## src/rtl/adc_pkg.sv

```systemverilog
// Shared types and Gray/binary helpers for the single-slope row ADC controller.
// The helpers work on a wide word; callers zero-extend and truncate to CNT_W.
package adc_pkg;

    typedef enum logic [1:0] {
        IDLE,
        CONVERT,
        READOUT
    } adc_state_e;

    localparam int unsigned MaxCntW = 32;

    function automatic logic [MaxCntW-1:0] bin2gray(input logic [MaxCntW-1:0] b);
        return b ^ (b >> 1);
    endfunction

    // Each binary bit is the XOR of all Gray bits at or above it.
    function automatic logic [MaxCntW-1:0] gray2bin(input logic [MaxCntW-1:0] g);
        logic [MaxCntW-1:0] b;
        b = g;
        for (int i = 1; i < int'(MaxCntW); i++) begin
            b = b ^ (g >> i);
        end
        return b;
    endfunction

endpackage

```

## src/rtl/row_adc_pix_cell.sv

```systemverilog
// Per-column capture cell: latches the shared count on the first comparator rising edge
// of a conversion, or the saturation code if the column never trips.
module row_adc_pix_cell
    import adc_pkg::*;
#(
    parameter int unsigned CNT_W = 8
) (
    input  logic             clk,
    input  logic             rst_n,
    input  logic             clear_i,
    input  logic             en_i,
    input  logic             saturate_i,
    input  logic             comp_i,
    input  logic [CNT_W-1:0] count_i,
    input  logic [CNT_W-1:0] sat_val_i,
    output logic [CNT_W-1:0] value_o,
    output logic             miss_o
);

    logic             comp_prev_q, comp_prev_d;
    logic             captured_q, captured_d;
    logic             miss_q, miss_d;
    logic [CNT_W-1:0] value_q, value_d;
    logic             trip;

    assign trip = en_i && comp_i && !comp_prev_q && !captured_q;

    always_comb begin
        comp_prev_d = comp_prev_q;
        captured_d  = captured_q;
        miss_d      = miss_q;
        value_d     = value_q;
        if (clear_i) begin
            // The old sample is kept until this conversion overwrites it.
            comp_prev_d = 1'b0;
            captured_d  = 1'b0;
            miss_d      = 1'b0;
        end else begin
            if (en_i) begin
                comp_prev_d = comp_i;
            end
            if (trip) begin
                value_d    = count_i;
                captured_d = 1'b1;
            end else if (saturate_i && !captured_q) begin
                value_d = sat_val_i;
                miss_d  = 1'b1;
            end
        end
    end

    always_ff @(posedge clk or negedge rst_n) begin
        if (!rst_n) begin
            comp_prev_q <= 1'b0;
            captured_q  <= 1'b0;
            miss_q      <= 1'b0;
            value_q     <= '0;
        end else begin
            comp_prev_q <= comp_prev_d;
            captured_q  <= captured_d;
            miss_q      <= miss_d;
            value_q     <= value_d;
        end
    end

    assign value_o = value_q;
    assign miss_o  = miss_q;

endmodule

```

## src/rtl/row_ss_adc_ctrl.sv

```systemverilog
// Single-slope row ADC controller: ramp conversion, per-pixel capture, valid/ready readout.
// Define ADC_GRAY_CNT_EN to run the shared counter and stored samples in Gray code.
module row_ss_adc_ctrl
    import adc_pkg::*;
#(
    parameter  int unsigned NUM_PIXELS = 11,
    parameter  int unsigned CNT_W      = 8,
    localparam int unsigned IDX_W      = $clog2(NUM_PIXELS)
) (
    input  logic                             clk,
    input  logic                             rst_n,
    input  logic                             start,
    input  logic                             abort,
    input  logic [NUM_PIXELS-1:0]            comp,
    output logic                             ramp_en,
    output logic                             busy,
    output logic [NUM_PIXELS-1:0][CNT_W-1:0] stored_values,
    output logic                             rd_valid,
    input  logic                             rd_ready,
    output logic [IDX_W-1:0]                 rd_idx,
    output logic [CNT_W-1:0]                 rd_data,
    output logic                             rd_miss,
    output logic                             done
);

    localparam logic [CNT_W-1:0] MaxCnt  = '1;
    localparam logic [IDX_W-1:0] LastIdx = IDX_W'(NUM_PIXELS - 1);

    adc_state_e       state_q, state_d;
    logic [CNT_W-1:0] cnt_q, cnt_d;
    logic [IDX_W-1:0] idx_q, idx_d;
    logic             done_q, done_d;

    logic [CNT_W-1:0]      cnt_bin;
    logic [CNT_W-1:0]      cnt_bin_inc;
    logic [CNT_W-1:0]      cnt_inc;
    logic [CNT_W-1:0]      sat_val;
    logic [CNT_W-1:0]      sel_value;
    logic [NUM_PIXELS-1:0] miss_vec;
    logic                  cell_clear;
    logic                  cell_en;
    logic                  cell_saturate;
    logic                  xfer;

    assign cnt_bin_inc = cnt_bin + CNT_W'(1);

`ifdef ADC_GRAY_CNT_EN
    assign cnt_bin = CNT_W'(gray2bin(MaxCntW'(cnt_q)));
    assign cnt_inc = CNT_W'(bin2gray(MaxCntW'(cnt_bin_inc)));
    assign sat_val = CNT_W'(bin2gray(MaxCntW'(MaxCnt)));
    assign rd_data = CNT_W'(gray2bin(MaxCntW'(sel_value)));
`else
    assign cnt_bin = cnt_q;
    assign cnt_inc = cnt_bin_inc;
    assign sat_val = MaxCnt;
    assign rd_data = sel_value;
`endif

    // Outputs decoded from registered state so an async reset drops them immediately.
    assign ramp_en   = (state_q == CONVERT);
    assign busy      = (state_q != IDLE);
    assign rd_valid  = (state_q == READOUT) && !abort;
    assign rd_idx    = idx_q;
    assign sel_value = stored_values[idx_q];
    assign rd_miss   = miss_vec[idx_q];
    assign done      = done_q;
    assign xfer      = rd_valid && rd_ready;

    always_comb begin
        state_d       = state_q;
        cnt_d         = cnt_q;
        idx_d         = idx_q;
        done_d        = 1'b0;
        cell_clear    = 1'b0;
        cell_en       = 1'b0;
        cell_saturate = 1'b0;
        if (abort) begin
            state_d = IDLE;
            cnt_d   = '0;
            idx_d   = '0;
        end else begin
            unique case (state_q)
                IDLE: begin
                    if (start) begin
                        state_d    = CONVERT;
                        cnt_d      = '0;
                        cell_clear = 1'b1;
                    end
                end
                CONVERT: begin
                    cell_en = 1'b1;
                    if (cnt_bin == MaxCnt) begin
                        state_d       = READOUT;
                        cnt_d         = '0;
                        idx_d         = '0;
                        cell_saturate = 1'b1;
                    end else begin
                        cnt_d = cnt_inc;
                    end
                end
                READOUT: begin
                    if (xfer) begin
                        if (idx_q == LastIdx) begin
                            state_d = IDLE;
                            idx_d   = '0;
                            done_d  = 1'b1;
                        end else begin
                            idx_d = idx_q + IDX_W'(1);
                        end
                    end
                end
                default: begin
                    state_d = IDLE;
                end
            endcase
        end
    end

    always_ff @(posedge clk or negedge rst_n) begin
        if (!rst_n) begin
            state_q <= IDLE;
            cnt_q   <= '0;
            idx_q   <= '0;
            done_q  <= 1'b0;
        end else begin
            state_q <= state_d;
            cnt_q   <= cnt_d;
            idx_q   <= idx_d;
            done_q  <= done_d;
        end
    end

    for (genvar i = 0; i < NUM_PIXELS; i++) begin : g_pix
        row_adc_pix_cell #(
            .CNT_W(CNT_W)
        ) u_cell (
            .clk       (clk),
            .rst_n     (rst_n),
            .clear_i   (cell_clear),
            .en_i      (cell_en),
            .saturate_i(cell_saturate),
            .comp_i    (comp[i]),
            .count_i   (cnt_q),
            .sat_val_i (sat_val),
            .value_o   (stored_values[i]),
            .miss_o    (miss_vec[i])
        );
    end

endmodule
```

## config.mk

```make
export PLATFORM = sky130hd
export DESIGN_NAME = row_ss_adc_ctrl
export DESIGN_NICKNAME = d
export VERILOG_FILES = /design/src/rtl/adc_pkg.sv /design/src/rtl/row_adc_pix_cell.sv /design/src/rtl/row_ss_adc_ctrl.sv
export SDC_FILE = /design/constraint.sdc
export NUM_CORES = 1
export LEC_CHECK = 0
export ABC_AREA = 1
export BUFFER_PORTS_ARGS = -buffer_cell sky130_fd_sc_hd__buf_4
export CAP_MARGIN = 20
export CORE_MARGIN = 2
export CORE_UTILIZATION = 23
export DETAILED_ROUTE_END_ITERATION = 8
export SETUP_SLACK_MARGIN = 0.05
export SYNTH_ARGS = -nofsm -noshare
export SYNTH_HDL_FRONTEND = slang
export SYNTH_SLANG_ARGS = --single-unit
```

## constraint.sdc

```tcl
create_clock -name clk -period 1.67 [get_ports clk]
set_input_delay 0.167 -clock clk [delete_from_list [all_inputs] [get_ports clk]]
set_output_delay 0.167 -clock clk [all_outputs]
set_load 0.03 [all_outputs]
```

Word level (Yosys, flattened, before mapping):

Index checks and enable logic that the tools add are counted.

* flip-flop bits (word level): 136
* input port bits: 16
* output and inout bits: 105
* word-level logic and storage cells: 333

* add/sub/neg operators: 2
* magnitude comparators: 1
* eq/ne operators: 19
* muxes and demuxes: 130
* bitwise gates (word level): 1
* reduce and logical (&&, ||, !) cells: 132

Operators with widths (count)
* $mux W8: 26
* $mux W1: 90
* $reduce_bool A2 Y1: 35
* $logic_and A1 B1 Y1: 46
* $reduce_and A2 Y1: 23
* $bmux W8 S4: 1
* $logic_not A1 Y1: 23
* $ne A2 B2 Y1 const B: 11
* $mux W4: 4
* $pmux W8 S2: 1
* $mux W2: 5
* $add A8 B1 Y8 const B: 1
* $eq A8 B8 Y1 const B: 1
* $pmux W4 S2: 1
* $ne A3 B2 Y1 const B: 2
* $ne A3 B3 Y1 const B: 2
* $pmux W2 S3: 1
* $reduce_bool A3 Y1: 2
* $lt A4 B5 Y1 const B: 1
* $add A4 B1 Y4 const B: 1
* $bmux W1 S4: 1
* $eq A4 B4 Y1 const B: 1
* $reduce_and A4 Y1: 1
* $reduce_and A3 Y1: 1
* 4 further kinds: 4

Longest topological paths before layout:

Gate-level depths: netlist (run 1).

* word-level depth: 8
* mapped depth: 10
* depth with buffers taken out: 9

By module:

Synthesis (run 1) repeated with hierarchy kept, for this count alone.

* cell total of the unflattened synthesis: 1184
* area total of the unflattened synthesis: 8131.5 µm²

By module, submodules not included
* row_adc_pix_cell: times used 11, cells each 76, area an instance 568.0 µm², sequential area each 275.3 µm²
* row_ss_adc_ctrl: times used 1, cells each 348, area an instance 1883.1 µm², sequential area each 375.4 µm²

Least setup slack after synthesis (run 1):

OpenSTA, ideal clock, no wires.

* path type: register -> output
* start: reg idx_q[1], in the netlist rd_idx[1]
* end: out rd_data[6]
* arrival: 1.730 ns
* required time: 1.503 ns
* setup slack: -0.227 ns
* stages on the path, launching flop included: 9
* buffers on the path: 2
* cells stage by stage: dfrtp_1 -> buf_2 -> inv_1 -> nor2_1 -> buf_2 -> nand2_1 -> nand4_1 -> nand3_1 -> nand2_1

* word-level cells in the longest chain between the ends: 2

RTL lines
* from (decl): line row_ss_adc_ctrl.sv:31 `logic [IDX_W-1:0] idx_q, idx_d;`
* from (signal assigned): line row_ss_adc_ctrl.sv:128 `idx_q <= idx_d;`
* $bmux W8 S4: line row_ss_adc_ctrl.sv:64 `assign sel_value = stored_values[idx_q];`
* $mux W8 (not written as such): line row_ss_adc_ctrl.sv:64
* to (decl): line row_ss_adc_ctrl.sv:21 `output logic [CNT_W-1:0] rd_data,`

Every way passes these cells. The select of a mux whose other input is x is not followed.

Worst setup path in the final report (run 1):

* start: reg idx_q[0], in the netlist rd_idx[0]
* end: out rd_data[7]

Same word-level chain as after synthesis.

==> results of run 1 <==
-- final cells by class --
cell class	count	area, um^2	area share [%]
sequential	136	3410	28.9
clock buffer	20	457	3.88
tap	396	495	4.21
clock inverter	11	170	1.45
inverter	83	317	2.69
multi-input combinational	726	4470	37.9
timing repair buffer	262	2460	20.9
-- Yosys cell counts (6+ instances only) --
| library cell | number |
|---|---|
| a21oi_1 | 12 |
| buf_2 | 7 |
| clkbuf_1 | 33 |
| dfrtp_1 | 136 |
| inv_1 | 79 |
| nand2_1 | 308 |
| nand2_2 | 16 |
| nand3_1 | 197 |
| nand4_1 | 13 |
| nand4_2 | 6 |
| nor2_1 | 65 |
| nor3_2 | 6 |
| o21ai_0 | 70 |
| o21ai_1 | 6 |
| o22ai_1 | 7 |
-- routing by layer --
metal | global-route usage [%] | wire length [um] | vias to the layer above | part of all wire [%]
li1 | - | - | 3727 | -
met1 | 24.1 | 12800 | 3917 | 41
met2 | 28.5 | 14600 | 396 | 47
met3 | 3.53 | 2550 | 77 | 8.2
met4 | 6.86 | 1230 | 0 | 3.9
met5 | 0 | 0 | - | 0
-- worst max-delay path: cells and delay by family, from the launching register on --
family	cells	cell delay, ns
DFF	1	0.44
and+or+nand+nor	4	0.42
buffers and inverters	2	0.31
AOI/OAI and AO/OA	1	0.24
-- state kept, by name (all words and copies together), names as in the netlist --
register / flops
g_pix.u_cell.comp_prev_q: 11
g_pix.u_cell.captured_q: 11
state_q: 2
g_pix.u_cell.miss_o: 11
done: 1
rd_idx: 4
g_pix.u_cell.value_o: 88
cnt_bin: 8
-- how the worst max path moves through the flow --
stage,start,to,slack [ns],cells past startpoint
final,rd_idx[0],rd_data[7],-0.36,7
after global routing,rd_idx[0],rd_miss,-0.41,9
after CTS,rd_idx[0],rd_data[2],-0.34,8
after detailed placement,rd_idx[0],rd_miss,-0.07,8
after global placement,rd_idx[0],rd_data[2],-0.07,7
after floorplan,rd_idx[1],rd_data[6],0.05,8
-- stage by stage --
step	instances	total power, W	TNS [ns]	utilization, %
6_report	1634	0.0197	-11.81	38.3
5_1_grt	1634	0.0206	-19.46	38.3
4_1_cts	1587	0.0188	-2.78	34.0
3_5_place_dp	1529	0.0142	-0.725	29.6
3_3_place_gp	1529	0.0142	-0.205	29.6
2_1_floorplan	984	0.0104	0	-
-- kinds of logic (layout without fill, tap and decap cells) --
kind of cell | after synthesis | after routing | synth area share (%)
AND/OR/NAND/NOR | 620 | 627 | 38.6
flip-flops | 136 | 136 | 47.1
buffers and inverters | 129 | 376 | 7.02
AO/OA/AOI/OAI | 95 | 95 | 6.69
adder cells (fa/ha/maj) | 3 | 3 | 0.519
XOR/XNOR | 1 | 1 | 0.121
-- power groups by stage --
stage	clock network, W	registers (W)	logic (W)
CTS	0.00411	0.00615	0.00856
global placement	0	0.00618	0.00798
finish	0.00408	0.00628	0.00931
floorplan	0	0.00758	0.00283
detailed placement	0	0.00615	0.00805
global route	0.00426	0.00638	0.00993
-- repair_timing --
item / CTS / global route
endpoints found under the setup margin: 97 / 116
hold endpoints to repair: 41 / 0
hold buffers: 4 / 0
gates cloned: 5 / 11
gates resized for setup: 117 / 211
pin swaps: 16 / 110
buffers inserted: 18 / 36
==> summary.md, run 1 <==
| Metric | Value |
|---|---|
| Status | finished, violations left |
| Violated checks | setup timing |
| Setup crit start kind | flop |
| Inserted Clock Buffers | 17 |
| Commonest non-fill, non-tap cell in the layout | nand2_1 |
| RSZ-0062 raised after global routing | true |
| Antenna Nets Post-Route | 0 |
| Most frequent cells in the layout | nand2_1 (249), buf_4 (187), dfrtp_1 (132) |
| Residual DRC | 0 |
| Routability Congestion | 0.908 |
| Post-synth EDFFs | 0 |
| Worst-Margin Slew | 0.828 ns |
| Top post-synthesis cells by area | dfrtp_1 (47%), nand2_1 (16%), nand3_1 (14%) |
| Worst r2r dst | g_pix[6].u_cell.value_o[3] |
| Max-slew violations | 0 |
| Initial antenna violation count | 0 |
| Vias | 8117 |
| Register-to-register setup slack | -0.18 ns |
| Skew-Pair Late Insertion Delay | 0.44 ns |
| CP max stage delay | 0.44 ns |
| Wirelength, routed | 31200 um |
| Worst hold path startpoint | comp[8] |
| Crit path capture type | primary output |
| Die Wd | 181 um |
| Starting DRC count in detailed routing | 851 |
| Min Tclk post-route | 2.03 ns |
| Clock Skew | 0.0156 ns |
| Hpwl dp | 20500 um |
| Initial core utilization | 23.5% |
| Gr usage total | 18.0% |
| Hold Crit Class | input port to flop |
| Clock power frac | 20.8% |
| Core area | 30700 um^2 |
| Pre-Repair DR Iteration Count | 7 |
| Dpl ws | -0.0695 ns |
| Sw frac | 46.4% |
| Worst path slowest cell | dfrtp_2 |
| Warnings from Yosys | 0 |
| Ant diodes | 0 |
| Reg2Reg Launch Point | state_q[1] |
| Vias per inst | 4.97 |
| Final worst slack | -0.358 ns |
| Worst r2r path cells | 11 |
| Layout cell share with drive strength beyond 1 | 40.5% |
| Nets@finish | 1245 |
| Synth area leader | dfrtp_1 |
| Syn Std Cell Area | 7230 um^2 |
| Final hold vios | 0 |
| Cell leakage power | 5.46 nW |
| Grt ovf | 0 |
| Max clock buf depth | 2 |
| Rel. slew slack | 44.8% |
| DIE AREA | 32900 um^2 |
| Critical-path cell list | buf_12 -> o21ai_0 -> nand2_1 -> nand3_1 -> nand3_2 -> nand2_2 -> buf_6 |
| Critical path class | flop to primary output |
| Sequential share of the synthesized area | 47.1% |
| Avg Inst Size Synth | 7.35 um^2 |
| Final period util | 121% |
| Largest net degree at the start of global routing | 43 |
| Clock tree from TritonCTS | done |
| Number of placed I/O pins | 121 |
| Hold EP | g_pix[8].u_cell.comp_prev_q |
| Yosys reg bits | 136 |
| Wirelength per Cell | 19.1 um |
| Non-Filler Cell Area, Final | 11800 um^2 |
| Worst EP arrival | 1.86 ns |
| Worst Path Max Fanout | 37 |
| Synth Instances | 984 |
| CTS H-tree depth | 4 |
| Psw | 0.00913 W |
| VDD IR max | 0.896 mV |
| Reg power frac | 31.9% |
| FILL cells | 3052 |
| Predominant post-synthesis flop cell | dfrtp_1 |
| Cell-internal power | 0.0105 W |
| Critical Path RT | 1.50 ns |
| Cell Area, Placed | 9090 um^2 |
| CTS Sinks | 136 |
| Final setup fails | 106 |
| Clk pin slew, worst setup/hold paths | 0.07 ns |
| Hold Crit Depth | 3 |
| First-pass GRT wire length | 45300 um |
| Vias in the first global route | 7448 |
| Fmax | 0.493 GHz |
| CTS root buffer | clkbuf_16 |
| Asr flop ratio synth | 100% |
| Rows | 64 |
| PortBufs | 120 |
| Count of different cell masters after synthesis | 28 |
| Cell Pwr Density | 1670 nW/um^2 |
| Die height | 181 um |
| Combinational share of power | 47.3% |
| Area delta synth->final | 62.8% |
| Post-synthesis net count | 1003 |
| WHS | 0.00418 ns |
| Max-Cap Viols | 0 |
| Top cell type's share of synthesized area | 47.1% |
Power figures use the tool's default switching activity.
==> run 2: changes to the inputs <==
--- a/config.mk
+++ b/config.mk
@@ -6,7 +6,7 @@
 export NUM_CORES = 1
 export LEC_CHECK = 0
 export ABC_AREA = 1
-export BUFFER_PORTS_ARGS = -buffer_cell sky130_fd_sc_hd__buf_4
+export BUFFER_PORTS_ARGS = -buffer_cell sky130_fd_sc_hd__buf_2
 export CAP_MARGIN = 20
 export CORE_MARGIN = 2
 export CORE_UTILIZATION = 23
==> run 2 against run 1 <==
Effect of this change:
- the flow still finishes with violations (setup timing)
- first-iteration DRC count decreased by 4.7%
- sequential share of layout area is 2.4 points higher
- sequential power decreased by 2%
- flip-flop and latch count stayed put
- power shrank 7.2%
- clock skew about the same
- wire length decreased by 3.9%
- critical endpoint is now rd_data[4]
- largest power group unchanged
==> summary.md, run 2 (same netlist as run 1, synthesis figures left out) <==
| Metric | Value |
|---|---|
| Status | finished, violations left |
| Violated checks | setup timing |
| Max clock buf depth | 2 |
| Storage element area | 3410 um^2 |
| Commonest non-fill, non-tap cell in the layout | nand2_1 |
| Setup TNS | -4.04 ns |
| Worst-Margin Slew | 0.725 ns |
| Critical Path RT | 1.50 ns |
| Reg2Reg Launch Point | state_q[1] |
| CTS root buffer | clkbuf_16 |
| PortBufs | 120 |
| Multi-input gate area | 4200 um^2 |
| Fin util | 35.3% |
| Routability Congestion | 0.859 |
| Cell Pwr Density | 1680 nW/um^2 |
| Crit path capture type | primary output |
| Dpl ws | -0.0801 ns |
| Max-Cap Viols | 0 |
| Nets@finish | 1216 |
| VDD IR max | 0.822 mV |
| Starting DRC count in detailed routing | 811 |
| FILL cells | 3194 |
| Antenna Nets Post-Route | 0 |
| Die Wd | 181 um |
| Worst EP arrival | 1.88 ns |
| Min Tclk post-route | 2.05 ns |
| Vias per inst | 4.94 |
| Clk pin slew, worst setup/hold paths | 0.07 ns |
| Cell leakage power | 5.15 nW |
| Rel. slew slack | 51.6% |
| Clock tree from TritonCTS | done |
| Hold Crit Depth | 3 |
| RSZ-0062 raised after global routing | true |
| Worst Path Max Fanout | 6 |
| Number of placed I/O pins | 121 |
| Initial core utilization | 23.5% |
| Max FFs per register | 88 |
| Ant diodes | 0 |
| Largest net degree at the start of global routing | 45 |
| Inserted Clock Buffers | 17 |
| Hold EP | g_pix[3].u_cell.comp_prev_q |
| Clock Skew | 0.0152 ns |
| Fmax | 0.489 GHz |
| CTS Sinks | 136 |
| Area delta synth->final | 50.3% |
| Residual DRC | 0 |
| CTS H-tree depth | 4 |
| Final period util | 123% |
| Vias in the first global route | 7071 |
| Worst r2r dst | g_pix[7].u_cell.value_o[4] |
| Worst r2r path cells | 10 |
| Core area | 30700 um^2 |
| Vias | 7930 |
| Wirelength per Cell | 18.7 um |
| First-pass GRT wire length | 43100 um |
| Final hold vios | 0 |
| Final worst slack | -0.376 ns |
| Worst hold path startpoint | comp[3] |
| Skew-Pair Late Insertion Delay | 0.43 ns |
| Critical path class | flop to primary output |
| Setup crit start kind | flop |
| Grt ovf | 0 |
| Max-slew violations | 0 |
| Most frequent cells in the layout | nand2_1 (230), nand3_1 (165), dfrtp_1 (133) |
| Rows | 64 |
| Die height | 181 um |
| DIE AREA | 32900 um^2 |
| Pre-Repair DR Iteration Count | 5 |
| Initial antenna violation count | 0 |
| Hpwl dp | 20200 um |
| Final setup fails | 52 |
| Register-to-register setup slack | -0.06 ns |
| Layout cell share with drive strength beyond 1 | 36.2% |
| Wirelength, routed | 30000 um |
| Gr usage total | 17.0% |
| Hold Crit Class | input port to flop |
-- run 2: metal layers --
metal	global-route usage (%)	part of all wire, %	vias to the layer above
met1	24.1	44	3850
met3	2.66	6.9	59
met4	4.88	3.0	0
li1	-	-	3677
met5	0	0	-
met2	26.8	46	344
-- run 2: metrics by stage --
step / instance area (um^2) / cells / hold slack [ns] / power, W
5_1_grt: 10900 / 1606 / 0.0179 / 0.0192
4_1_cts: 9720 / 1567 / 0.00121 / 0.0176
3_3_place_gp: 8790 / 1522 / 0.137 / 0.0134
6_report: 10900 / 1606 / 0.0133 / 0.0183
2_1_floorplan: 7270 / 984 / -0.129 / 0.0104
3_5_place_dp: 8790 / 1522 / 0.143 / 0.0135
-- run 2: worst max-delay path by stage --
| stage | start | to | slack [ns] | cells past startpoint |
|---|---|---|---|---|
| 6_report | rd_idx[0] | rd_data[4] | -0.38 | 7 |
| 5_1_grt | rd_idx[0] | rd_data[2] | -0.45 | 8 |
| 4_1_cts | rd_idx[0] | rd_data[7] | -0.34 | 7 |
| 3_5_place_dp | rd_idx[0] | rd_data[7] | -0.08 | 7 |
| 3_3_place_gp | rd_idx[0] | rd_data[7] | -0.09 | 7 |
| 2_1_floorplan | rd_idx[1] | rd_data[6] | 0.05 | 8 |
-- run 2: timing repair --
action | in CTS | in global routing
gates resized for setup | 66 | 177
setup buffers | 9 | 27
pin swaps | 6 | 82
endpoints found under the setup margin | 102 | 116
endpoints found under the hold margin | 39 | 0
cloned | 2 | 14
hold buffers | 2 | 0
-- run 2: critical path, stage by stage (launching register included) --
cell     delay [ns]
dfrtp_2        0.45
inv_2          0.10
buf_4          0.17
o21ai_0        0.27
nand3_1        0.14
nand3_2        0.11
nand2_2        0.05
buf_4          0.16
-- run 2: report_power, final --
group	switching (W)	internal, W	leakage [nW]
logic	0.00568	0.00256	3.17
registers	0.00158	0.00458	1.70
clock network	0.00156	0.00230	0.284
total	0.00882	0.00944	5.15
-- run 2: layout make-up --
| cell class | instances | area share, % |
|---|---|---|
| tap | 396 | 4.56 |
| multi-input combinational | 727 | 38.7 |
| sequential | 136 | 31.3 |
| inverter | 83 | 2.90 |
| clock inverter | 12 | 1.29 |
| timing repair buffer | 232 | 17.0 |
| clock buffer | 20 | 4.20 |
